## config.mk

```make
export PLATFORM = sky130hd
export DESIGN_NAME = mem_wb_reg
export DESIGN_NICKNAME = d
export VERILOG_FILES = /design/src/rtl/riscv_pkg.sv /design/src/rtl/mem_wb_reg_load_ext.sv /design/src/rtl/mem_wb_reg.sv
export SDC_FILE = /design/constraint.sdc
export NUM_CORES = 1
export LEC_CHECK = 0
export CAP_MARGIN = 20
export CORE_ASPECT_RATIO = 0.9
export CORE_UTILIZATION = 35
export DETAILED_ROUTE_END_ITERATION = 10
export PLACE_DENSITY = 0.77
export REMOVE_ABC_BUFFERS = 1
export SLEW_MARGIN = 20
export SYNTH_ARGS = -nofsm -noshare
export SYNTH_HDL_FRONTEND = slang
export SYNTH_SLANG_ARGS = --single-unit
```

## constraint.sdc

```tcl
create_clock -name clk -period 14.16 [get_ports clk]
set_clock_uncertainty 0.2 [all_clocks]
set_input_delay 2.832 -clock clk [delete_from_list [all_inputs] [get_ports clk]]
set_output_delay 2.832 -clock clk [all_outputs]
set_load 0.01 [all_outputs]
```

## src/rtl/riscv_pkg.sv

```systemverilog
// Shared RISC-V core constants: writeback result-select codes and load funct3 encodings.
package riscv_pkg;

  localparam logic [1:0] RS_ALU = 2'b00;
  localparam logic [1:0] RS_MEM = 2'b01;
  localparam logic [1:0] RS_PC4 = 2'b10;
  localparam logic [1:0] RS_IMM = 2'b11;

  localparam logic [2:0] F3_LB  = 3'b000;
  localparam logic [2:0] F3_LH  = 3'b001;
  localparam logic [2:0] F3_LW  = 3'b010;
  localparam logic [2:0] F3_LBU = 3'b100;
  localparam logic [2:0] F3_LHU = 3'b101;

endpackage

```

## src/rtl/mem_wb_reg_load_ext.sv

```systemverilog
// load_ext: lane select and sign/zero extension of the raw data-memory word.
// Misalignment detection only exists when MEM_WB_MISALIGN_TRAP_EN is defined.
module load_ext
  import riscv_pkg::*;
#(
  parameter int unsigned XLEN = 32
) (
  input  logic [XLEN-1:0] rdata,
  input  logic [1:0]      offset,
  input  logic [2:0]      funct3,
  output logic [XLEN-1:0] data,
  output logic            misalign
);

  logic [7:0]  lane_b;
  logic [15:0] lane_h;

  always_comb begin
    lane_b = '0;
    case (offset)
      2'd0:    lane_b = rdata[7:0];
      2'd1:    lane_b = rdata[15:8];
      2'd2:    lane_b = rdata[23:16];
      default: lane_b = rdata[31:24];
    endcase
    lane_h = offset[1] ? rdata[31:16] : rdata[15:0];

    data = rdata;
    case (funct3)
      F3_LB:   data = {{(XLEN-8){lane_b[7]}}, lane_b};
      F3_LBU:  data = {{(XLEN-8){1'b0}}, lane_b};
      F3_LH:   data = {{(XLEN-16){lane_h[15]}}, lane_h};
      F3_LHU:  data = {{(XLEN-16){1'b0}}, lane_h};
      default: data = rdata;
    endcase
  end

`ifdef MEM_WB_MISALIGN_TRAP_EN
  always_comb begin
    misalign = 1'b0;
    case (funct3)
      F3_LH, F3_LHU: misalign = offset[0];
      F3_LW:         misalign = |offset;
      default:       misalign = 1'b0;
    endcase
  end
`else
  assign misalign = 1'b0;
`endif

endmodule

```

## src/rtl/mem_wb_reg.sv

```systemverilog
// MEM/WB pipeline register: formats load data and presents the four writeback mux inputs.
// Optional macro MEM_WB_MISALIGN_TRAP_EN enables misaligned-load flagging and write suppression.
module mem_wb_reg
  import riscv_pkg::*;
#(
  parameter int unsigned XLEN = 32
) (
  input  logic            clk,
  input  logic            reset,
  input  logic            stall,
  input  logic            flush,
  input  logic            m_valid,
  input  logic [XLEN-1:0] m_alu_result,
  input  logic [XLEN-1:0] m_rdata,
  input  logic [XLEN-1:0] m_pc_plus4,
  input  logic [XLEN-1:0] m_imm,
  input  logic [1:0]      m_result_src,
  input  logic [2:0]      m_funct3,
  input  logic            m_is_load,
  input  logic [4:0]      m_rd,
  input  logic            m_reg_write,
  output logic            w_valid,
  output logic [XLEN-1:0] w_alu,
  output logic [XLEN-1:0] w_load,
  output logic [XLEN-1:0] w_pc4,
  output logic [XLEN-1:0] w_imm,
  output logic [1:0]      w_result_src,
  output logic [4:0]      w_rd,
  output logic            w_reg_write,
  output logic            w_misalign
);

  logic [XLEN-1:0] ld_data;
  logic            ld_mis;
  logic            mis;

  load_ext #(.XLEN(XLEN)) u_load_ext (
    .rdata    (m_rdata),
    .offset   (m_alu_result[1:0]),
    .funct3   (m_funct3),
    .data     (ld_data),
    .misalign (ld_mis)
  );

  // Only a real load can be misaligned; the raw detector ignores m_is_load.
  assign mis = ld_mis & m_is_load & m_valid;

  always_ff @(posedge clk or posedge reset) begin
    if (reset) begin
      w_valid      <= 1'b0;
      w_alu        <= '0;
      w_load       <= '0;
      w_pc4        <= '0;
      w_imm        <= '0;
      w_result_src <= RS_ALU;
      w_rd         <= '0;
      w_reg_write  <= 1'b0;
      w_misalign   <= 1'b0;
    end else if (flush) begin
      w_valid      <= 1'b0;
      w_alu        <= '0;
      w_load       <= '0;
      w_pc4        <= '0;
      w_imm        <= '0;
      w_result_src <= RS_ALU;
      w_rd         <= '0;
      w_reg_write  <= 1'b0;
      w_misalign   <= 1'b0;
    end else if (!stall) begin
      w_valid      <= m_valid;
      w_alu        <= m_alu_result;
      w_load       <= ld_data;
      w_pc4        <= m_pc_plus4;
      w_imm        <= m_imm;
      w_result_src <= m_result_src;
      w_rd         <= m_rd;
      w_reg_write  <= m_reg_write & m_valid & ~mis;
      w_misalign   <= mis;
    end
  end

endmodule

```

==> out/metrics.csv, run 1 <==
metric;value;unit
Fmax;198;MHz
Finish-stage setup viols;0;
register area share after synthesis;0.564;
# DRC;0;
IO Port Bufs;280;
largest net degree at the start of global routing;77;
post-CTS resize count;0;
initial antenna violation count;0;
Placed Cells;1051;
share of layout cells above drive strength 1;0.0624;
first-pass detailed-route iteration total;4;
row count;45;
Sw Pwr;275;uW
Die Ht;127;um
gpl congestion;0.755;
io pins;283;
clock power share;0.427;
Initial Util;0.359;
Num CTS Buffers;17;
Post-synth EDFFs;0;
vias in the first global route;5144;
wire per inst;16.0;um
Final TNS setup;0;ps
Comb power frac;0.170;
crit-path leading delay family;buffers and inverters;
distinct cell type count after synthesis;43;
Mapped Cells;572;
area of the die;17900;um^2
Util after Layout;0.570;
synth-to-layout area growth;58.9;%
cells along the critical path;buf_6 > buf_4 > nor2_1 > nand4_2 > o21ai_0;
CTS sink cnt;137;
routed via count;5203;
Post-CTS Setup Bufs;0;
clk_lat worst skew;410;ps
DRT iter0 DRCs;235;
Clock transition at path regs;60;ps
total grt overflow;0;
H-tree Lvls;4;
WP data required;14210;ps
final non-filler cell total;1084;
Peak VDD IR;83.1;uV
antenna-violating nets left;0;
Synth Warn #;0;
crit-path max FO;71;
WS Path Type;input port to register;
Worst setup EP type;register;
dominant cell type by area after synthesis;dfrtp_1;
most common cell after layout, fill and taps aside;clkdlybuf4s50_1;
crit path launch type;input port;
syn avg cell area;10.6;um^2
Final Hold Fails;0;
outcome;finished, final reports clean;
asr flop ratio synth;1.00;
GRT Util Overall;0.198;
placed cell areas;9030;um^2
Netlist Area Pre-Place;6080;um^2
max-cap viol count;0;
Worst Max-Slew Pin Slew;868;ps
CTS tree;yes;
Synth Flop Type;dfrtp_1;
P_leak;0.00441;uW
CP max stage cell;buf_4;
Via density;4.80;
Tmin final;5050;ps
RSZ-0062 raised after global routing;no;
FILL cells;1449;
Slew Viols, Final;0;
slew margin rel.;0.421;
Core Area;16900;um^2
first-pass GRT wire length;27300;um
final wirelength;17400;um
switching share of power;0.259;
diode count;0;
layout net count;981;
Min-Delay Path Class;register to register;
post-route cell area;9660;um^2
die width;141;um
crit path DAT;5100;ps
top cells by area, synth;dfrtp_1, mux2i_1, nor2_1, nand2_1, a21oi_1;
DP HPWL;11800;um
CTS Buffer Depth;2;
CP peak stage delay;780;ps
Synth Register Bits;137;
Worst Path Buf+Inv;2;
Pwr Total;1060;uW
number of hold buffers added after cts;0;
Int Pwr;785;uW
register share of total power;0.403;
clk root buf;clkbuf_16;
Final period util;0.357;
Pwr Density;110;nW/um^2
post-synth top area share;0.564;
most frequent cells in the layout;clkdlybuf4s50_1, dfrtp_1, nor2_1;
[Yosys cell counts, types with 2 or more instances]
cell type	instances
a2111oi_1	2
a21o_1	2
a21oi_1	26
a22oi_1	2
a31o_2	3
and3_1	5
buf_1	2
buf_2	18
buf_4	2
clkbuf_1	19
dfrtp_1	137
inv_1	8
mux2i_1	108
mux4_2	2
nand2_1	38
nor2_1	127
nor2b_1	7
nor3_1	11
o21ai_0	26
o221ai_1	4
[layout make-up]
class	count	area [um^2]	share of cell area
multi-input cells	383	2420	0.250
well taps	235	294	0.0304
repair buffers	288	2880	0.298
flip-flops and latches	137	3430	0.355
clock buffers	19	443	0.0459
clock inverters	13	156	0.0162
inverters	9	38.8	0.00402
[stage by stage]
step | hold WS [ps] | worst slack [ps]
after global placement | 263 | 8720
after floorplan | 307 | 7460
after CTS | 283 | 9120
final | 284 | 9110
after global routing | 316 | 8940
after detailed placement | 269 | 8680
[power groups by stage]
stage               registers [uW]  logic (uW)  clock network, uW
floorplan                      444        49.4                  0
global placement               433         179                  0
detailed placement             434         181                  0
CTS                            427         182                461
global route                   429         196                480
finish                         427         181                452
[routing by layer]
layer  track usage  share of wire  vias up
met2         0.315           0.47      191
met4        0.0691          0.021        0
met3        0.0795          0.085       23
li1              -              -     2473
met1         0.243           0.43     2516
met5             0              0        -
[worst min-delay path, stage by stage (launching register included)]
cell     delay, ps
dfrtp_1        340
nand2_1         60
nand2_1         50
[worst paths after layout]
| path | from | endpoint | slack, ps | cells after the start |
|---|---|---|---|---|
| min in group asynchronous | reset | w_pc4[30] | 2650 | 2 |
| max in group asynchronous | reset | w_load[25] | 10000 | 4 |
| min reg2reg | w_load[14] | w_load[14] | 280 | 2 |
| max reg2reg | w_load[2] | w_load[2] | 13150 | 4 |
| min | w_load[14] | w_load[14] | 280 | 2 |
| max | stall | w_load[22] | 9110 | 5 |
[flip-flops by register name (all words and copies together), names as in the netlist]
register / flops
w_valid: 1
w_alu: 32
w_pc4: 32
w_load: 32
w_rd: 5
w_reg_write: 1
w_result_src: 2
w_imm: 32
[logic make-up (layout without fill, tap and decap cells)]
kind of cell	after synthesis	in the layout	synth area share
AOI/OAI and AO/OA	74	74	0.0751
buffers and inverters	52	329	0.0385
DFF	137	137	0.564
muxes	111	111	0.187
other	1	1	0.000617
and+or+nand+nor	197	197	0.135
Note: power is estimated with default switching activity, not from simulation.
==> run 2, diff against run 1 <==
Settings changed: PLACE_DENSITY 0.77 to 0.8.
Clock period 14.16 ns to 4.5 ns, I/O delays scaled along.
==> out/metrics.csv, run 2 (same netlist as run 1, synthesis figures left out) <==
metric;value;unit;change
outcome;finished, final reports clean;;
CTS sink cnt;137;;unchanged
synth-to-layout area growth;59.9;%;
most frequent cells in the layout;clkdlybuf4s50_1, dfrtp_1, nor2_1;;
antenna-violating nets left;0;;unchanged
grt met1 use;0.237;;-0.00618
vias in the first global route;5310;;+3.2%
M3 GR Usage;0.0768;;-0.00262
share of layout cells above drive strength 1;0.0612;;-0.00118
gpl congestion;0.787;;+4.3%
max-cap viol count;0;;unchanged
Core Area;16900;um^2;unchanged
Worst setup EP type;register;;
H-tree Lvls;4;;unchanged
Min Hold Slack;286;ps;+1.66 ps
WP data required;4560;ps;-9650 ps
routed via count;5121;;-1.6%
DRT iter0 DRCs;249;;+6.0%
io pins;283;;unchanged
Tmin final;2980;ps;
total grt overflow;0;;unchanged
layout net count;981;;unchanged
Slew Viols, Final;0;;unchanged
Peak VDD IR;260;uV;+210%
clk_lat worst skew;410;ps;about the same
crit-path max FO;18;;-75%
largest net degree at the start of global routing;88;;+14%
P_leak;0.00444;uW;+0.68%
first-pass GRT wire length;27800;um;+2.1%
Num CTS Buffers;17;;unchanged
Initial Util;0.359;;unchanged
most common cell after layout, fill and taps aside;clkdlybuf4s50_1;;
Post-CTS Setup Bufs;0;;unchanged
CTS tree;yes;;
post-CTS resize count;0;;unchanged
clk root buf;clkbuf_16;;
number of hold buffers added after cts;0;;unchanged
crit path DAT;3040;ps;-2060 ps
Util after Layout;0.573;;+0.00347
WS Path Type;input port to register;;
# DRC;0;;unchanged
Pwr Total;3480;uW;+230%
Final Hold Fails;0;;unchanged
row count;45;;unchanged
die width;141;um;unchanged
met2 Track Usage GR;0.337;;+0.0219
DP HPWL;12300;um;+4.5%
Finish-stage setup viols;0;;unchanged
Min-Delay Path Class;register to register;;
Clock transition at path regs;60;ps;about the same
R2R setup slack;3470;ps;-9680 ps
wire per inst;16.3;um;+1.8%
Final period util;0.662;;
Die Ht;127;um;unchanged
GRT Util Overall;0.202;;+0.00433
final non-filler cell total;1085;;+0.092%
Placed Cells;1052;;+0.095%
slew margin rel.;0.463;;+0.0414
Pwr Density;358;nW/um^2;+230%
RSZ-0062 raised after global routing;no;;
final wirelength;17700;um;+1.9%
Via density;4.72;;-1.7%
IO Port Bufs;280;;unchanged
first-pass detailed-route iteration total;4;;unchanged
crit path launch type;input port;;
CTS Buffer Depth;2;;unchanged
initial antenna violation count;1;;+1
Most Crowded Layer GR;met2;;
area of the die;17900;um^2;unchanged
Fmax;336;MHz;
Worst Max-Slew Pin Slew;804;ps;-64.6 ps
-- run 2: final timing paths --
kind,from,endpoint,cells after the start
max in group asynchronous,reset,w_rd[4],3
setup / recovery,m_funct3[1],w_load[23],4
min in group asynchronous,reset,w_pc4[21],2
setup reg to reg,w_load[2],w_load[2],4
hold / removal,w_load[14],w_load[14],2
hold reg to reg,w_load[14],w_load[14],2
-- run 2: cell type report --
type | instances | area, um^2
antenna | 1 | 2.50
clock buffer | 22 | 474
clock inverter | 10 | 189
fill | 1463 | 7230
inverter | 9 | 38.8
multi-input combinational | 383 | 2420
sequential | 137 | 3430
tap | 235 | 294
timing repair buffer | 288 | 2870
-- run 2: metal layers --
metal	share of wire	wire (um)
met5	0	0
met4	0.017	304
met3	0.079	1400
met2	0.48	8570
met1	0.42	7440
-- run 2: where the power goes --
group	total (uW)	internal, uW	switching [uW]	leakage (uW)
Combinational	568	320	248	0.00230
Clock	1560	1030	533	0.000321
Sequential	1340	1300	40.3	0.00182
-- run 2: critical path, cell delays in order --
cell             delay, ps
clkdlybuf4s50_1        990
clkinv_1               510
nand4_2                460
o21ai_0                170
-- run 2: through the flow --
| stage | worst slack [ps] | setup TNS (ps) | area [um^2] |
|---|---|---|---|
| 2_1_floorplan | -268 | -36690 | 5880 |
| 3_3_place_gp | 1180 | 0 | 9050 |
| 3_5_place_dp | 1110 | 0 | 9050 |
| 4_1_cts | 1570 | 0 | 9710 |
| 5_1_grt | 1320 | 0 | 9720 |
| 6_report | 1520 | 0 | 9720 |
